`src/rtl/pie_pkg.sv`:
```
// Shared PIE transmitter definitions: FSM states, preamble mode encoding and config validation.
package pie_pkg;

  localparam int PIE_CNT_W = 16;

  localparam logic PIE_MODE_SYNC     = 1'b0;
  localparam logic PIE_MODE_PREAMBLE = 1'b1;

  typedef enum logic [2:0] {
    ST_IDLE,
    ST_DELIM,
    ST_SYNC0,
    ST_RTCAL,
    ST_TRCAL,
    ST_BIT_REQ,
    ST_BIT_SYM
  } pie_state_t;

  // Operands are zero-extended to 32 bits so the sum cannot overflow.
  function automatic logic pie_cfg_ok(input logic [31:0] pw,
                                      input logic [31:0] data0,
                                      input logic [31:0] data1,
                                      input logic [31:0] trcal,
                                      input logic        mode);
    logic [32:0] rtcal;
    rtcal = {1'b0, data0} + {1'b0, data1};
    return (pw != '0) && (pw < data0) && (data0 < data1) &&
           ((mode != PIE_MODE_PREAMBLE) || ({1'b0, trcal} > rtcal));
  endfunction

endpackage

```
`src/rtl/pie_symbol_timer.sv`:
```
// Down-counter for one PIE symbol: high while count >= pw, low for the final pw cycles.
// A zero period is clamped to a single cycle so the counter never wraps.
import pie_pkg::*;

module pie_symbol_timer #(
  parameter int CNT_W = PIE_CNT_W
) (
  input  logic             clk,
  input  logic             rst_n,
  input  logic [CNT_W:0]   period,
  input  logic [CNT_W-1:0] pw,
  input  logic             load,
  output logic             phase,
  output logic             last
);

  localparam logic [CNT_W:0] ONE = (CNT_W+1)'(1);

  logic [CNT_W:0] cnt;

  always_ff @(posedge clk or negedge rst_n) begin
    if (!rst_n) begin
      cnt <= '0;
    end else if (load) begin
      cnt <= (period == '0) ? '0 : period - ONE;
    end else if (cnt != '0) begin
      cnt <= cnt - ONE;
    end
  end

  assign phase = (cnt >= {1'b0, pw});
  assign last  = (cnt == '0);

endmodule

```
`src/rtl/pie_tx.sv`:
```
// PIE reader-to-tag transmitter: delimiter, data-0, RTCAL, optional TRCAL, then one symbol per command bit.
// out_pie falls the cycle after an accepted start; each bit is pulled with a one-cycle in_rdy that doubles as its first high cycle.
import pie_pkg::*;

module pie_tx #(
  parameter int CNT_W     = PIE_CNT_W,
  parameter int DEF_PW    = 200,
  parameter int DEF_DATA0 = 500,
  parameter int DEF_DATA1 = 875,
  parameter int DEF_DELIM = 312,
  parameter int DEF_TRCAL = 4000
) (
  input  logic             clk,
  input  logic             rst_n,
  input  logic [CNT_W-1:0] cfg_pw,
  input  logic [CNT_W-1:0] cfg_data0,
  input  logic [CNT_W-1:0] cfg_data1,
  input  logic [CNT_W-1:0] cfg_delim,
  input  logic [CNT_W-1:0] cfg_trcal,
  input  logic             start,
  input  logic             start_preamble,
  output logic             busy,
  input  logic             in_dat,
  input  logic             in_vld,
  input  logic             in_last,
  output logic             in_rdy,
  output logic             out_pie,
  output logic             done,
  output logic             err
);

  localparam logic [CNT_W:0] ONE = (CNT_W+1)'(1);

  pie_state_t       state, state_nxt;
  logic [CNT_W-1:0] pw_q, data0_q, data1_q, delim_q, trcal_q;
  logic             mode_q;
  logic             last_q;
  logic             done_q, err_q;

  logic             cfg_latch, bit_capture, done_nxt, err_nxt;
  logic             tmr_load, tmr_phase, tmr_last;
  logic [CNT_W:0]   tmr_period;
  logic [CNT_W-1:0] tmr_pw;
  logic [CNT_W:0]   rtcal_period;
  logic             cfg_valid;

  assign rtcal_period = {1'b0, data0_q} + {1'b0, data1_q};
  assign cfg_valid    = pie_cfg_ok(32'(cfg_pw), 32'(cfg_data0), 32'(cfg_data1),
                                   32'(cfg_trcal), start_preamble);

  // The delimiter is an all-low symbol: pw equal to its period.
  assign tmr_pw = (state == ST_DELIM) ? delim_q : pw_q;

  pie_symbol_timer #(.CNT_W(CNT_W)) u_timer (
    .clk    (clk),
    .rst_n  (rst_n),
    .period (tmr_period),
    .pw     (tmr_pw),
    .load   (tmr_load),
    .phase  (tmr_phase),
    .last   (tmr_last)
  );

  always_ff @(posedge clk or negedge rst_n) begin
    if (!rst_n) begin
      state <= ST_IDLE;
    end else begin
      state <= state_nxt;
    end
  end

  always_comb begin
    state_nxt   = state;
    tmr_load    = 1'b0;
    tmr_period  = '0;
    cfg_latch   = 1'b0;
    bit_capture = 1'b0;
    done_nxt    = 1'b0;
    err_nxt     = 1'b0;
    case (state)
      ST_IDLE: begin
        if (start) begin
          if (cfg_valid) begin
            cfg_latch  = 1'b1;
            tmr_load   = 1'b1;
            tmr_period = {1'b0, cfg_delim};
            state_nxt  = ST_DELIM;
          end else begin
            err_nxt = 1'b1;
          end
        end
      end
      ST_DELIM: begin
        if (tmr_last) begin
          tmr_load   = 1'b1;
          tmr_period = {1'b0, data0_q};
          state_nxt  = ST_SYNC0;
        end
      end
      ST_SYNC0: begin
        if (tmr_last) begin
          tmr_load   = 1'b1;
          tmr_period = rtcal_period;
          state_nxt  = ST_RTCAL;
        end
      end
      ST_RTCAL: begin
        if (tmr_last) begin
          if (mode_q == PIE_MODE_PREAMBLE) begin
            tmr_load   = 1'b1;
            tmr_period = {1'b0, trcal_q};
            state_nxt  = ST_TRCAL;
          end else begin
            state_nxt = ST_BIT_REQ;
          end
        end
      end
      ST_TRCAL: begin
        if (tmr_last) begin
          state_nxt = ST_BIT_REQ;
        end
      end
      ST_BIT_REQ: begin
        if (in_vld) begin
          // This request cycle was already the symbol's first high cycle.
          bit_capture = 1'b1;
          tmr_load    = 1'b1;
          tmr_period  = {1'b0, (in_dat ? data1_q : data0_q)} - ONE;
          state_nxt   = ST_BIT_SYM;
        end else begin
          err_nxt   = 1'b1;
          state_nxt = ST_IDLE;
        end
      end
      ST_BIT_SYM: begin
        if (tmr_last) begin
          if (last_q) begin
            done_nxt  = 1'b1;
            state_nxt = ST_IDLE;
          end else begin
            state_nxt = ST_BIT_REQ;
          end
        end
      end
      default: state_nxt = ST_IDLE;
    endcase
  end

  always_ff @(posedge clk or negedge rst_n) begin
    if (!rst_n) begin
      pw_q    <= CNT_W'(DEF_PW);
      data0_q <= CNT_W'(DEF_DATA0);
      data1_q <= CNT_W'(DEF_DATA1);
      delim_q <= CNT_W'(DEF_DELIM);
      trcal_q <= CNT_W'(DEF_TRCAL);
      mode_q  <= PIE_MODE_SYNC;
      last_q  <= 1'b0;
      done_q  <= 1'b0;
      err_q   <= 1'b0;
    end else begin
      if (cfg_latch) begin
        pw_q    <= cfg_pw;
        data0_q <= cfg_data0;
        data1_q <= cfg_data1;
        delim_q <= cfg_delim;
        trcal_q <= cfg_trcal;
        mode_q  <= start_preamble;
      end
      if (bit_capture) begin
        last_q <= in_last;
      end
      done_q <= done_nxt;
      err_q  <= err_nxt;
    end
  end

  assign busy    = (state != ST_IDLE);
  assign in_rdy  = (state == ST_BIT_REQ);
  assign out_pie = (state == ST_IDLE || state == ST_BIT_REQ) ? 1'b1 : tmr_phase;
  assign done    = done_q;
  assign err     = err_q;

endmodule

```
`config.mk`:
```
export PLATFORM = sky130hd
export DESIGN_NAME = pie_tx
export DESIGN_NICKNAME = d
export VERILOG_FILES = /design/src/rtl/pie_pkg.sv /design/src/rtl/pie_symbol_timer.sv /design/src/rtl/pie_tx.sv
export SDC_FILE = /design/constraint.sdc
export NUM_CORES = 1
export LEC_CHECK = 0
export BUFFER_PORTS_ARGS = -buffer_cell sky130_fd_sc_hd__buf_2
export CAP_MARGIN = 20
export CORE_UTILIZATION = 65
export DETAILED_ROUTE_END_ITERATION = 8
export PLACE_DENSITY = 0.87
export SLEW_MARGIN = 20
export SYNTH_ARGS = -nofsm -noshare
export SYNTH_HDL_FRONTEND = slang
export SYNTH_HIERARCHICAL = 1
export SYNTH_SLANG_ARGS = --single-unit
```
`constraint.sdc`:
```
create_clock -name clk -period 11.8 [get_ports clk]
set_clock_uncertainty 0.05 [all_clocks]
set_input_delay 0.59 -clock clk [delete_from_list [all_inputs] [get_ports clk]]
set_output_delay 0.59 -clock clk [all_outputs]
set_load 0.005 [all_outputs]
```
==> flow_metrics.env, run 1 <==
export IMPL_seq_area_frac_synth_pct=29.5
export IMPL_rsz0062_at_grt="false"
export IMPL_yosysTopAreaCell="dfrtp_1"
export IMPL_syn_nets=1116
export IMPL_die_area_mm2=0.0142
export IMPL_drive_gt1_share_pct=24.4
export IMPL_viasPerCell=6.43
export IMPL_start_util_pct=67.1
export IMPL_finalHoldViolCount=0
export IMPL_ios=92
export IMPL_cts_tree="built"
export IMPL_cts_buffer_depth=2
export IMPL_drtPass1Iterations=8
export IMPL_clk_insertion_delay_late_ns=0.35
export IMPL_drt_wl_total_mm=22.9
export IMPL_final_common_cell="ha_1"
export IMPL_grt_max_degree=61
export IMPL_setup_tns_ns=0
export IMPL_wire_per_inst_um=19.3
export IMPL_antenna_found_initial=0
export IMPL_grt_pass1_wl_mm=36.9
export IMPL_path_max_fanout=58
export IMPL_dr_first_iter_drc_count=548
export IMPL_fin_nets=1194
export IMPL_area_growth_pct=10.2
export IMPL_antenna_cells=0
export IMPL_slew_viol_final=0
export IMPL_dpl_hpwl_mm=17.4
export IMPL_slew_headroom_pct=38.1
export IMPL_coreArea_mm2=0.0133
export IMPL_fillers=964
export IMPL_yosys_most_used_dff="dfrtp_1"
export IMPL_crit_required_ns=11.97
export IMPL_hp_class="input port to async pin"
export IMPL_clk_pin_slew_ns=0.07
export IMPL_period_share_pct=61.9
export IMPL_cts_buffers=9
export IMPL_maxCapViolations=0
export IMPL_synth_avg_cell_area_um2=9.62
export IMPL_grt_overflow_total=0
export IMPL_powerDensity_mw_per_mm2=217
export IMPL_post_cts_resized=0
export IMPL_synth_distinct_cells=79
export IMPL_hold_buffers=0
export IMPL_worst_pin_slew_ns=0.920
export IMPL_gp_congestion=0.940
export IMPL_root_buffer="clkbuf_16"
export IMPL_cp_start_kind="input port"
export IMPL_finalSetupViolCount=0
export IMPL_min_period_ns=7.31
export IMPL_fp_dieW_um=119
export IMPL_max_freq_ghz=0.137
export IMPL_synthArstFlopShare_pct=100
export IMPL_status="finished clean"
export IMPL_netlist_area_leader_share_pct=21.9
export IMPL_place_area_mm2=0.00951
export IMPL_grt_pass1_vias=7236
export IMPL_final_cell_mix="ha_1, mux2_2, buf_2, dfrtp_1, inv_1"
export IMPL_die_y_um=119
export IMPL_fin_util_pct=73.9
export IMPL_ant_nets=0
export IMPL_ys_ff_latch=104
export IMPL_route_detailed_drc=0
export IMPL_ys_warn_count=6
export IMPL_critical_path_class="input port to register"
export IMPL_fin_area_mm2=0.00983
export IMPL_syn_area_mm2=0.00892
export IMPL_vias=7621
export IMPL_synthTopCellsByArea="dfrtp_1, ha_1, mux2_2"
export IMPL_ir_drop_v=0.000110
export IMPL_h_tree_depth=3
export IMPL_arrival_ns=7.48
export IMPL_grtUsageTotal_pct=33.2
export IMPL_rows=42
export IMPL_p_leak_uw=0.00472
export IMPL_cts_sinks=104
export IMPL_post_cts_setup_buffers=0
export IMPL_synth_edf_count=0
export IMPL_critPathCaptureType="register"
export IMPL_syn_inst=927
export IMPL_numPortBuffers=91
-- final timing paths --
path / from / to / slack (ns) / depth (start not counted)
max in group asynchronous: rst_n / trcal_q[0]$_DFFE_PN0P_ / 10.35 / 2
worst min-delay path: rst_n / done$_DFF_PN0_ / 0.18 / 1
worst min register to register: delim_q[10]$_DFFE_PN0P_ / delim_q[10]$_DFFE_PN0P_ / 0.45 / 1
worst max-delay path: cfg_data1[1] / u_timer/cnt[3]$_DFFE_PN0P_ / 4.49 / 24
worst max register to register: data0_q[0]$_DFFE_PN0P_ / u_timer/cnt[3]$_DFFE_PN0P_ / 6.89 / 13
min in group clk: in_last / last_q$_DFFE_PN0P_ / 0.38 / 3
-- state kept, by name, summed over array words and instances, names as in the netlist, 3 cells and up --
signal and flops:
data0_q 16, data1_q 16, trcal_q 16, state 3, u_timer/cnt 17, pw_q 16, delim_q 16
-- critical path, stage by stage --
cell       delay (ns)
buf_2            0.10
inv_1            0.07
ha_1             0.28
nand2b_1         0.16
a221oi_1         0.36
o221a_2          0.30
o41ai_1          0.11
o311ai_0         0.63
a2111oi_0        0.24
a311oi_1         0.32
ha_1             0.29
nand3_1          0.11
nor2_1           0.07
a2bb2oi_1        0.15
o41ai_1          0.09
o41ai_1          0.53
nor4b_4          0.09
buf_4            0.36
a211o_1          0.42
nor3_1           0.62
nand3b_1         0.27
o41ai_4          0.77
o21ai_0          0.31
nor2b_1          0.22
-- per-stage QoR --
stage | hold slack (ns) | total power (uW) | worst slack, ns | cells
3_3_place_gp | 0.434 | 1730 | 4.59 | 1170
2_1_floorplan | 0.244 | 1520 | 5.64 | 927
3_5_place_dp | 0.441 | 1780 | 4.30 | 1170
4_1_cts | 0.202 | 2120 | 4.54 | 1186
6_report | 0.179 | 2130 | 4.49 | 1186
5_1_grt | 0.234 | 2280 | 3.81 | 1186
-- report_power, final --
part	switching, uW	internal, uW
combinational	537	537
clock	134	189
sequential	181	557
total	852	1280
-- logic make-up after synthesis --
group | count (synthesis) | share of synthesized area, %
and+or+nand+nor | 238 | 14.2
AOI/OAI and AO/OA | 195 | 15.8
muxes | 118 | 14.6
DFF | 104 | 29.5
adders and majority gates | 103 | 14.6
buffers and inverters | 100 | 4.52
xor gates and xnor gates | 69 | 6.77
-- routing by layer --
layer / GRT usage [%] / wire length [um] / vias up
li1: - / - / 3574
met1: 44.6 / 9870 / 3685
met2: 53.4 / 10700 / 307
met3: 3.93 / 1460 / 55
met4: 15.3 / 823 / 0
met5: 0 / 0 / -
-- cells in the mapped netlist (all sizes together) (3+ instances only) --
cell type / count
o22ai: 7
nor2b: 14
a22oi: 14
or3: 9
xnor2: 46
buf: 15
or2: 3
nand3: 20
or4: 4
o21ai: 42
and2: 3
dfstp: 26
a211o: 7
ha: 100
a211oi: 6
a21oi: 33
a31oi: 4
nand2b: 9
nand2: 33
a21o: 17
o21bai: 3
dfrtp: 78
nand4: 12
o211ai: 3
and3: 9
a2bb2oi: 7
o21a: 3
mux2: 98
a221o: 12
nor3: 33
nor3b: 9
o41ai: 5
nor2: 60
xor2: 23
nand3b: 4
inv: 69
o31ai: 4
clkbuf: 15
mux2i: 20
o221ai: 3
nor4: 12
-- final cells by class --
class	instances	area (um2)	area share, %
flip-flops and latches	104	2640	26.8
clock inverters	2	35.0	0.356
well taps	176	220	2.24
multi-input cells	723	5890	59.9
inverters	70	263	2.67
repair buffers	97	503	5.12
clock buffers	14	285	2.90
No activity file was read; power rests on OpenSTA's default activity.
==> run 2: changes to the inputs <==
--- a/config.mk
+++ b/config.mk
@@ -7,9 +7,9 @@
 export LEC_CHECK = 0
 export BUFFER_PORTS_ARGS = -buffer_cell sky130_fd_sc_hd__buf_2
 export CAP_MARGIN = 20
-export CORE_UTILIZATION = 65
+export CORE_UTILIZATION = 55
 export DETAILED_ROUTE_END_ITERATION = 8
-export PLACE_DENSITY = 0.87
+export PLACE_DENSITY = 0.78
 export SLEW_MARGIN = 20
 export SYNTH_ARGS = -nofsm -noshare
 export SYNTH_HDL_FRONTEND = slang
==> constraint.sdc (replaced) <==
create_clock -name clk -period 5.95 [get_ports clk]
set_clock_uncertainty 0.05 [all_clocks]
set_input_delay 0.2975 -clock clk [delete_from_list [all_inputs] [get_ports clk]]
set_output_delay 0.2975 -clock clk [all_outputs]
set_load 0.005 [all_outputs]
==> flow_metrics.env, run 2 (synthesis gave the netlist of run 1 again) <==
export IMPL_status="finished clean"
export IMPL_area_growth_pct=13.3
export IMPL_slowest_stage="o311ai_1"
export IMPL_top_register="u_timer/cnt"
export IMPL_grt_max_degree=58
export IMPL_fin_nets=1224
export IMPL_critPathCaptureType="register"
export IMPL_clk_insertion_delay_late_ns=0.36
export IMPL_cts_sinks=104
export IMPL_grtUsageTotal_pct=28.6
export IMPL_start_util_pct=56.2
export IMPL_cts_buffers=9
export IMPL_cp_start_kind="input port"
export IMPL_antenna_cells=0
export IMPL_root_buffer="clkbuf_16"
export IMPL_p_leak_uw=0.00486
export IMPL_cts_buffer_depth=2
export IMPL_period_share_pct=93.8
export IMPL_drive_gt1_share_pct=26.8
export IMPL_slew_viol_final=0
export IMPL_viasPerCell=6.04
export IMPL_drt_wl_total_mm=23.4
export IMPL_maxCapViolations=0
export IMPL_ir_drop_v=0.000239
export IMPL_dr_first_iter_drc_count=496
export IMPL_finalSetupViolCount=0
export IMPL_fin_ws_ns=0.371
export IMPL_fp_dieW_um=129
export IMPL_cpPeakStageDelay_ns=0.50
export IMPL_ff_latch_area_mm2=0.00264
export IMPL_grt_pass1_wl_mm=36.6
export IMPL_final_cell_mix="ha_1, mux2_2, buf_2, dfrtp_1, inv_1"
export IMPL_die_area_mm2=0.0167
export IMPL_finalHoldViolCount=0
export IMPL_die_y_um=129
export IMPL_antenna_found_initial=1
export IMPL_grt_pass1_vias=7197
export IMPL_wire_per_inst_um=18.6
export IMPL_multi_input_area_mm2=0.00592
export IMPL_numPortBuffers=91
export IMPL_largest_reg_flops=17
export IMPL_clk_pin_slew_ns=0.07
export IMPL_vias=7583
export IMPL_critical_path_class="input port to register"
export IMPL_dpl_hpwl_mm=18.4
export IMPL_arrival_ns=5.78
export IMPL_grt_overflow_total=0
export IMPL_powerDensity_mw_per_mm2=418
export IMPL_crit_required_ns=6.15
export IMPL_rows=46
export IMPL_ant_nets=0
export IMPL_rsz0062_at_grt="false"
export IMPL_path_max_fanout=16
export IMPL_hp_class="input port to register"
export IMPL_h_tree_depth=3
export IMPL_route_detailed_drc=0
export IMPL_coreArea_mm2=0.0159
export IMPL_final_common_cell="ha_1"
export IMPL_max_freq_ghz=0.179
export IMPL_ios=92
export IMPL_gp_congestion=0.901
export IMPL_cts_tree="built"
export IMPL_drtPass1Iterations=6
export IMPL_worst_pin_slew_ns=0.834
export IMPL_place_ws_ns=-0.0999
export IMPL_fin_util_pct=63.7
export IMPL_post_cts_setup_buffers=0
export IMPL_min_period_ns=5.58
export IMPL_fillers=1357
export IMPL_slew_headroom_pct=44.1
==> run 2: metrics by stage <==
stage / cells / area [um2] / TNS [ns] / hold slack [ns] / total power [uW]
after floorplan: 927 / 8920 / 0 / -0.0481 / 3020
after CTS: 1255 / 10100 / 0 / 0.0661 / 4210
final: 1256 / 10100 / 0 / 0.0760 / 4230
after detailed placement: 1238 / 9770 / -0.784 / 0.359 / 3570
after global routing: 1256 / 10100 / 0 / 0.0852 / 4540
after global placement: 1238 / 9770 / 0 / 0.354 / 3490
==> run 2: cell type report <==
type / count / area share, %
Inverter: 70 / 2.60
Timing Repair Buffer: 126 / 7.15
Sequential cell: 104 / 26.1
Clock inverter: 7 / 0.767
Tap cell: 216 / 2.67
Clock buffer: 9 / 2.23
Multi-Input combinational cell: 724 / 58.5
==> run 2: worst paths after layout <==
check                                   startpoint                          to  slack [ns]  cells after the start
max                                   cfg_data1[0]  u_timer/cnt[2]$_DFFE_PN0P_        0.37                     25
min                                        in_last          last_q$_DFFE_PN0P_        0.08                      3
max reg2reg                 data0_q[0]$_DFFE_PN0P_  u_timer/cnt[2]$_DFFE_PN0P_        1.52                     14
min reg2reg                delim_q[11]$_DFFE_PN0P_     delim_q[11]$_DFFE_PN0P_        0.46                      1
max in group asynchronous                    rst_n      trcal_q[2]$_DFFE_PN0P_        4.25                      3
min in group asynchronous                    rst_n              done$_DFF_PN0_        0.50                      2
==> run 2: routing by layer <==
metal / vias to the layer above / part of all wire (%) / global-route usage [%] / wire length (um)
met3: 57 / 5.3 / 4.42 / 1250
li1: 3630 / - / - / -
met2: 267 / 47 / 47.1 / 11100
met5: - / 0.056 / 0 / 13
met4: 2 / 3.5 / 12.8 / 809
met1: 3627 / 44 / 37.2 / 10200
==> run 2: worst max-delay path, delay by kind of cell <==
family / cells / cell delay, ns
and+or+nand+nor: 5 / 0.95
xor gates and xnor gates: 1 / 0.18
buffers and inverters: 4 / 0.65
AOI/OAI and AO/OA: 12 / 2.81
adders and majority gates: 3 / 0.90
==> run 2: power breakdown <==
part           switching (uW)  internal (uW)
Clock                     285            330
Sequential                354           1100
Combinational            1070           1080
Total                    1710           2520
==> run 2: what timing repair did <==
item | 4_1_cts | 5_1_grt
hold buffers | 1 | 0
gates resized for setup | 0 | 3
endpoints found under the hold margin | 39 | 0
endpoints found under the setup margin | 0 | 17
